[src/rtl/hilo_muldiv_unit_pkg.sv]
`default_nettype none
// +--------------------------------------------------------------------------+
// | Module      : hilo_muldiv_unit_pkg                                       |
// | Description : Shared op encodings and FSM state type for the HI/LO       |
// |               multiply/divide unit.                                      |
// | Revision    : 1.0 - initial release                                      |
// +--------------------------------------------------------------------------+
package hilo_muldiv_unit_pkg;

  localparam logic [2:0] OP_MULT  = 3'd0;
  localparam logic [2:0] OP_MULTU = 3'd1;
  localparam logic [2:0] OP_DIV   = 3'd2;
  localparam logic [2:0] OP_DIVU  = 3'd3;
  localparam logic [2:0] OP_MTHI  = 3'd4;
  localparam logic [2:0] OP_MTLO  = 3'd5;
  localparam logic [2:0] OP_MADD  = 3'd6;
  localparam logic [2:0] OP_MSUB  = 3'd7;

  typedef enum logic [2:0] {
    S_IDLE = 3'd0,
    S_MOVE = 3'd1,
    S_RUN  = 3'd2,
    S_FIX  = 3'd3,
    S_DZ   = 3'd4
  } state_e;

endpackage
`default_nettype wire

[src/rtl/hilo_muldiv_unit_muldiv_step.sv]
`default_nettype none
// +--------------------------------------------------------------------------+
// | Module      : hilo_muldiv_unit_muldiv_step                               |
// | Description : muldiv_step - one radix-2 iteration, combinational.        |
// |               mult: next = 2*partial + (bit ? operand : 0)               |
// |               div : restoring step, shifts the dividend bit in and       |
// |                     subtracts the divisor when it fits (o_q_bit=1).      |
// | Revision    : 1.0 - initial release                                      |
// +--------------------------------------------------------------------------+
module hilo_muldiv_unit_muldiv_step #(
  parameter int WIDTH = 32
) (
  input  logic               i_div_mode,
  input  logic [2*WIDTH-1:0] i_partial,
  input  logic [WIDTH-1:0]   i_operand,
  input  logic               i_bit,
  output logic [2*WIDTH-1:0] o_next,
  output logic               o_q_bit
);

  localparam int PW = 2 * WIDTH;

  logic [PW-1:0] w_shifted;
  logic [PW-1:0] w_addend;
  logic [PW-1:0] w_trial;

  // Single shift-add (mult) or shift-compare-subtract (div) iteration
  always_comb begin
    w_shifted = (i_partial << 1) | {{(PW-1){1'b0}}, i_div_mode & i_bit};
    w_addend  = {{WIDTH{1'b0}}, i_operand};
    w_trial   = w_shifted - w_addend;
    o_q_bit   = 1'b0;
    o_next    = w_shifted;
    if (i_div_mode) begin
      if (w_shifted >= w_addend) begin
        o_q_bit = 1'b1;
        o_next  = w_trial;
      end
    end else if (i_bit) begin
      o_next = w_shifted + w_addend;
    end
  end

endmodule
`default_nettype wire

[src/rtl/hilo_muldiv_unit.sv]
`default_nettype none
// +--------------------------------------------------------------------------+
// | Module      : hilo_muldiv_unit                                           |
// | Description : Iterative multiply/divide unit owning HI/LO, with a        |
// |               start/busy/done handshake. Optional macro HILO_MADD_EN     |
// |               enables MADD/MSUB accumulation into {HI,LO}.               |
// | Revision    : 1.0 - initial release                                      |
// +--------------------------------------------------------------------------+
module hilo_muldiv_unit
  import hilo_muldiv_unit_pkg::*;
#(
  parameter int WIDTH = 32
) (
  input  logic             clk,
  input  logic             reset,
  input  logic             start,
  input  logic [2:0]       op,
  input  logic [WIDTH-1:0] a,
  input  logic [WIDTH-1:0] b,
  output logic             busy,
  output logic             done,
  output logic             div_by_zero,
  output logic [WIDTH-1:0] hi,
  output logic [WIDTH-1:0] lo
);

  localparam int CNT_W = $clog2(WIDTH + 1);
  localparam int PW    = 2 * WIDTH;

  state_e           state_q, state_d;
  logic [CNT_W-1:0] cnt_q, cnt_d;
  logic [2:0]       op_q, op_d;
  // opa: multiplicand / divisor magnitude; opb: multiplier / dividend bits,
  // shifted left each step so it ends up holding the quotient.
  logic [WIDTH-1:0] opa_q, opa_d, opb_q, opb_d;
  logic [WIDTH-1:0] hi_q, hi_d, lo_q, lo_d;
  logic [PW-1:0]    acc_q, acc_d;
  logic             qneg_q, qneg_d, rneg_q, rneg_d;
  logic             done_q, done_d, dz_q, dz_d;

  logic             w_div_mode, w_q_bit, w_accept;
  logic [PW-1:0]    w_step_next, w_prod;
  logic             w_is_signed, w_a_neg, w_b_neg;
  logic [WIDTH-1:0] w_a_mag, w_b_mag, w_quot, w_rem;

  assign w_div_mode  = (op_q == OP_DIV) || (op_q == OP_DIVU);
  assign busy        = (state_q == S_RUN) || (state_q == S_FIX) || (state_q == S_DZ);
  assign w_accept    = start && !busy;
  assign done        = done_q;
  assign div_by_zero = dz_q;
  assign hi          = hi_q;
  assign lo          = lo_q;

  hilo_muldiv_unit_muldiv_step #(.WIDTH(WIDTH)) u_step (
    .i_div_mode (w_div_mode),
    .i_partial  (acc_q),
    .i_operand  (opa_q),
    .i_bit      (opb_q[WIDTH-1]),
    .o_next     (w_step_next),
    .o_q_bit    (w_q_bit)
  );

  // Operand magnitudes at accept time and sign-corrected results at FIX time
  always_comb begin
    w_is_signed = (op == OP_MULT) || (op == OP_DIV) || (op == OP_MADD) || (op == OP_MSUB);
    w_a_neg     = w_is_signed && a[WIDTH-1];
    w_b_neg     = w_is_signed && b[WIDTH-1];
    w_a_mag     = w_a_neg ? -a : a;
    w_b_mag     = w_b_neg ? -b : b;
    w_prod      = qneg_q ? -acc_q : acc_q;
    w_quot      = qneg_q ? -opb_q : opb_q;
    w_rem       = rneg_q ? -acc_q[WIDTH-1:0] : acc_q[WIDTH-1:0];
  end

  // Next-state, iteration datapath and HI/LO update
  always_comb begin
    state_d = state_q;
    cnt_d   = cnt_q;
    op_d    = op_q;
    opa_d   = opa_q;
    opb_d   = opb_q;
    acc_d   = acc_q;
    qneg_d  = qneg_q;
    rneg_d  = rneg_q;
    hi_d    = hi_q;
    lo_d    = lo_q;
    done_d  = 1'b0;
    dz_d    = 1'b0;

    case (state_q)
      S_RUN: begin
        acc_d = w_step_next;
        opb_d = {opb_q[WIDTH-2:0], w_q_bit};
        cnt_d = cnt_q + CNT_W'(1);
        if (cnt_q == CNT_W'(WIDTH - 1)) state_d = S_FIX;
      end
      S_FIX: begin
        state_d = S_IDLE;
        done_d  = 1'b1;
        if (w_div_mode) begin
          lo_d = w_quot;
          hi_d = w_rem;
        end else begin
`ifdef HILO_MADD_EN
          if (op_q == OP_MADD)      {hi_d, lo_d} = {hi_q, lo_q} + w_prod;
          else if (op_q == OP_MSUB) {hi_d, lo_d} = {hi_q, lo_q} - w_prod;
          else                      {hi_d, lo_d} = w_prod;
`else
          {hi_d, lo_d} = w_prod;
`endif
        end
      end
      S_DZ: begin
        state_d = S_IDLE;
        hi_d    = opb_q;
        lo_d    = '1;
        done_d  = 1'b1;
        dz_d    = 1'b1;
      end
      default: state_d = S_IDLE;
    endcase

    // Accepted in IDLE or MOVE; the RUN/FIX/DZ branches above never see it
    if (w_accept) begin
      op_d   = op;
      opa_d  = w_b_mag;
      opb_d  = w_a_mag;
      acc_d  = '0;
      cnt_d  = '0;
      qneg_d = w_a_neg ^ w_b_neg;
      rneg_d = w_a_neg;
      case (op)
        OP_MTHI: begin
          hi_d    = a;
          done_d  = 1'b1;
          state_d = S_MOVE;
        end
        OP_MTLO: begin
          lo_d    = a;
          done_d  = 1'b1;
          state_d = S_MOVE;
        end
        OP_DIV, OP_DIVU: begin
          if (b == '0) begin
            opb_d   = a;
            state_d = S_DZ;
          end else begin
            state_d = S_RUN;
          end
        end
        OP_MULT, OP_MULTU: state_d = S_RUN;
`ifdef HILO_MADD_EN
        OP_MADD, OP_MSUB:  state_d = S_RUN;
`endif
        default: ;
      endcase
    end
  end

  // State and datapath registers with synchronous reset
  always_ff @(posedge clk) begin
    if (reset) begin
      state_q <= S_IDLE;
      cnt_q   <= '0;
      op_q    <= '0;
      opa_q   <= '0;
      opb_q   <= '0;
      acc_q   <= '0;
      qneg_q  <= 1'b0;
      rneg_q  <= 1'b0;
      hi_q    <= '0;
      lo_q    <= '0;
      done_q  <= 1'b0;
      dz_q    <= 1'b0;
    end else begin
      state_q <= state_d;
      cnt_q   <= cnt_d;
      op_q    <= op_d;
      opa_q   <= opa_d;
      opb_q   <= opb_d;
      acc_q   <= acc_d;
      qneg_q  <= qneg_d;
      rneg_q  <= rneg_d;
      hi_q    <= hi_d;
      lo_q    <= lo_d;
      done_q  <= done_d;
      dz_q    <= dz_d;
    end
  end

endmodule
`default_nettype wire

[config.mk]
export PLATFORM = sky130hd
export DESIGN_NAME = hilo_muldiv_unit
export DESIGN_NICKNAME = d
export VERILOG_FILES = /design/src/rtl/hilo_muldiv_unit_pkg.sv /design/src/rtl/hilo_muldiv_unit_muldiv_step.sv /design/src/rtl/hilo_muldiv_unit.sv
export SDC_FILE = /design/constraint.sdc
export NUM_CORES = 1
export LEC_CHECK = 0
export ABC_AREA = 1
export BUFFER_PORTS_ARGS = -buffer_cell sky130_fd_sc_hd__buf_2
export CAP_MARGIN = 10
export CORE_MARGIN = 2
export CORE_UTILIZATION = 50
export CTS_CLUSTER_SIZE = 12
export DETAILED_ROUTE_END_ITERATION = 6
export PLACE_DENSITY = 0.68
export SLEW_MARGIN = 20
export SYNTH_ARGS = -nofsm -noshare
export SYNTH_HDL_FRONTEND = slang
export SYNTH_HIERARCHICAL = 1
export SYNTH_SLANG_ARGS = --single-unit
[constraint.sdc]
create_clock -name clk -period 8.8 [get_ports clk]
set_input_delay 0.44 -clock clk [delete_from_list [all_inputs] [get_ports clk]]
set_output_delay 0.44 -clock clk [all_outputs]
set_load 0.03 [all_outputs]
==> impl_results.md <==
- Outcome: finished clean
- Hold Buf Count CTS: 0
- GRT Resource Usage Total: 40.8%
- Maxcap violations: 0
- Num CTS Buffers: 27
- Peak supply drop: between 0.15 and 0.2 mV
- Antenna violations before repair: 0
- Power Dens Cells: 134 mW/mm2
- Largest net degree at the start of global routing: a little over 90
- Worst-path clk slew: about 0.06 ns
- Top area cells in the synthesized netlist: nand2_1 19%, dfxtp_1 18%, inv_1 8.1%
- Buf/Inv on CP: 3
- Yosys Warn Count: 6
- Most common cell on crit path: nand2_1
- Area grow syn2layout: 7.26%
- Die area: 0.0473 mm2
- Remaining Overflow, GRT: 0
- Slew headroom: between 20% and 30%
- CTS tree: built
- CTS Buffer Depth: 3
- TritonRoute pass-1 iters: 7
- First-pass GRT wire length: about 150000 um
- Post-Syn Instances: approximately 4100
- Yosys cell types: between 50 and 60
- Final clock skew: 0.0334 ns
- Worst Path Max Fanout: 38
- RD Place Congestion: 1.07
- Horiz. Die Dim: about 220 um
- Overall Power: about 3.3 mW
- Slowest CP cell: inv_4
- Unrepaired setup endpoints after global routing: no
- Initial drt markers: roughly 3700
- Vias per inst: ~6.0
- Multi-input logic area: ~0.016 mm2
- Worst setup margin: 4.77 ns
- DR WL/cell: ~21 um
- Fillers: approximately 4900
- FFs w/ async S/R, synth: 0%
- Clock latency on the worst-skew pair: approximately 0.61 ns
- Worst-Margin Slew: approximately 1.1 ns
- Synth top area share: approximately a fifth
- Startpoint types: register
- Fin nets: ~4300
- Clock Sinks: 207
- Util after Layout: roughly 54%
- Core area: approximately 0.045 mm2
- Layout cells sized above 1: 8.21%
- Post-synth net total: between 4000 and 5000
- Synth Area per Inst: between 5 and 6 um2
- HP Class: primary input to register
- Final setup fails: 0
- Setup bufs post-CTS: 0
- Yosys reg bits: between 200 and 250
- CP Class: register to register
- Root buffer cell: clkbuf_16
- Vias in the first global route: 25200
- Die height: 217 um
- I/O pin cnt: approximately 140
- Via Count: 28400
- Seq/Total Area, Yosys: 18.2%
- Reg area: between 0.004 and 0.005 mm2
- Worst-path cell chain: inv_1 -> nor2_4 -> buf_4 -> nand2_1 -> ha_1 -> fa_1 -> nand3b_1 -> nand2_1 -> nand2_1 -> nand2_2 -> nand2_1 -> nand2_1 -> nand2_1 -> nand3_4 -> nand2_4 -> inv_4 -> nand3_1 -> nand2_1 -> nand2_1 -> nand2_1 -> nand2_1 -> a21oi_1
- Setup TNS: 0 ns
- HPWL after detailed placement: 76300 um
- Leading area contributor after synthesis: nand2_1
- Final Hold Violating Endpoints: 0
- Largest delay share family, worst path: simple AND/OR/NAND/NOR gates
- Number of port buffers: roughly 140
- Final ANT Viol Nets: 0
- Final Non-Filler Cells: 4742
- Crit path time final: about 4.0 ns
- Period Utilization, post-route: a little under half
- Worst setup EP type: register
- Dpl ws: ~4.9 ns
- Ys flop type: dfxtp_1
- Cell with the most instances after synthesis: nand2_1
- Initial core utilization: about half
- Fin. max-slew vios: 0
- H-tree depth: 1
- Area of the mapped netlist: roughly 0.023 mm2
- Max Fclk: 0.248 GHz
- Rows: 78
- Placed insts: 4694
- Post-synth EDFFs: 0
- Most frequent cells after synthesis: 1168 x nand2_1, 491 x inv_1, 451 x nor2_1, 362 x a21oi_1, 352 x nand3_1
- CP peak stage delay: roughly 0.50 ns
- DRC Markers: 0
- Post_cts resized: 0
- Pleak: about 12 nW
- CP Data Arrival Time: ~4.5 ns
- Post-Route WL: 99500 um
- Worst EP required: approximately 9.3 ns
stage by stage:
stage	hold WS, ns	area (um2)
after floorplan	0.444	22800
after global placement	0.462	23500
after detailed placement	0.476	23500
after CTS	0.0826	24400
after global routing	0.0973	24400
final	0.0971	24400
worst reg2reg max path: stages, from the launching register on:
cell	delay (ns)
dfxtp_1	0.31
inv_1	0.06
nor2_4	0.07
buf_4	0.28
nand2_1	0.14
ha_1	0.23
fa_1	0.40
nand3b_1	0.17
nand2_1	0.14
nand2_1	0.08
nand2_2	0.12
nand2_1	0.07
nand2_1	0.15
nand2_1	0.14
nand3_4	0.16
nand2_4	0.23
inv_4	0.52
nand3_1	0.22
nand2_1	0.11
nand2_1	0.06
nand2_1	0.05
nand2_1	0.05
a21oi_1	0.19
kinds of logic (layout without fill, tap and decap cells):
logic type / count (synthesis) / after routing / share of synthesized area, %
compound gates: 817 / 817 / 20.1
xor+xnor: 86 / 86 / 3.31
fa+ha+maj: 71 / 71 / 3.96
buf+inv: 697 / 724 / 12.4
flops: 207 / 207 / 18.2
other cells: 0 / 1 / 0
simple gates: 2236 / 2236 / 42.1
cells in the final DEF (no fill, tap or decap), drive strengths merged, types with 75 or more instances in the layout:
cell type,netlist,final
nand2,1187,1187
nand3,369,369
xor2,79,79
dfxtp,207,207
buf,80,157
nor3,75,75
a21oi,380,380
o21ai,300,300
inv,519,520
nor2,488,488
flip-flops by register name (all words and copies together), names as in the netlist:
name         count
div_by_zero      1
lo              32
opa_q           32
rneg_q           1
cnt_q            6
opb_q           32
qneg_q           1
state_q          3
op_q             2
hi              32
acc_q           64
done             1
metal layers:
metal / vias to the layer above / wire length, um / GRT usage, %
met5: - / 0 / 0
met4: 0 / 5830 / 19.9
met3: 302 / 12300 / 8.63
met2: 1779 / 41000 / 61.0
met1: 12900 / 40400 / 55.6
li1: 13500 / - / -
power breakdown:
part           internal [mW]  total (mW)  switching (mW)
clock                  0.670        1.16           0.490
combinational          0.290        1.04           0.753
sequential             0.982        1.06          0.0781
area by class of cell:
cell class	count	area share (%)
multi-input combinational	3210	64.8
sequential	207	17.0
inverter	520	8.02
timing repair buffer	157	3.43
clock buffer	36	3.15
tap	600	3.07
clock inverter	11	0.512
antenna	1	0.0102
path summary, 6_finish.rpt:
| path | start | endpoint | slack, ns | cells after the start |
|---|---|---|---|---|
| max | op_q[1] | acc_q[52] | 4.77 | 22 |
| min | op[2] | state_q[2] | 0.1 | 2 |
| max reg2reg | op_q[1] | acc_q[52] | 4.77 | 22 |
| min reg2reg | opb_q[8] | opb_q[8] | 0.49 | 2 |
Power figures use the tool's default switching activity.
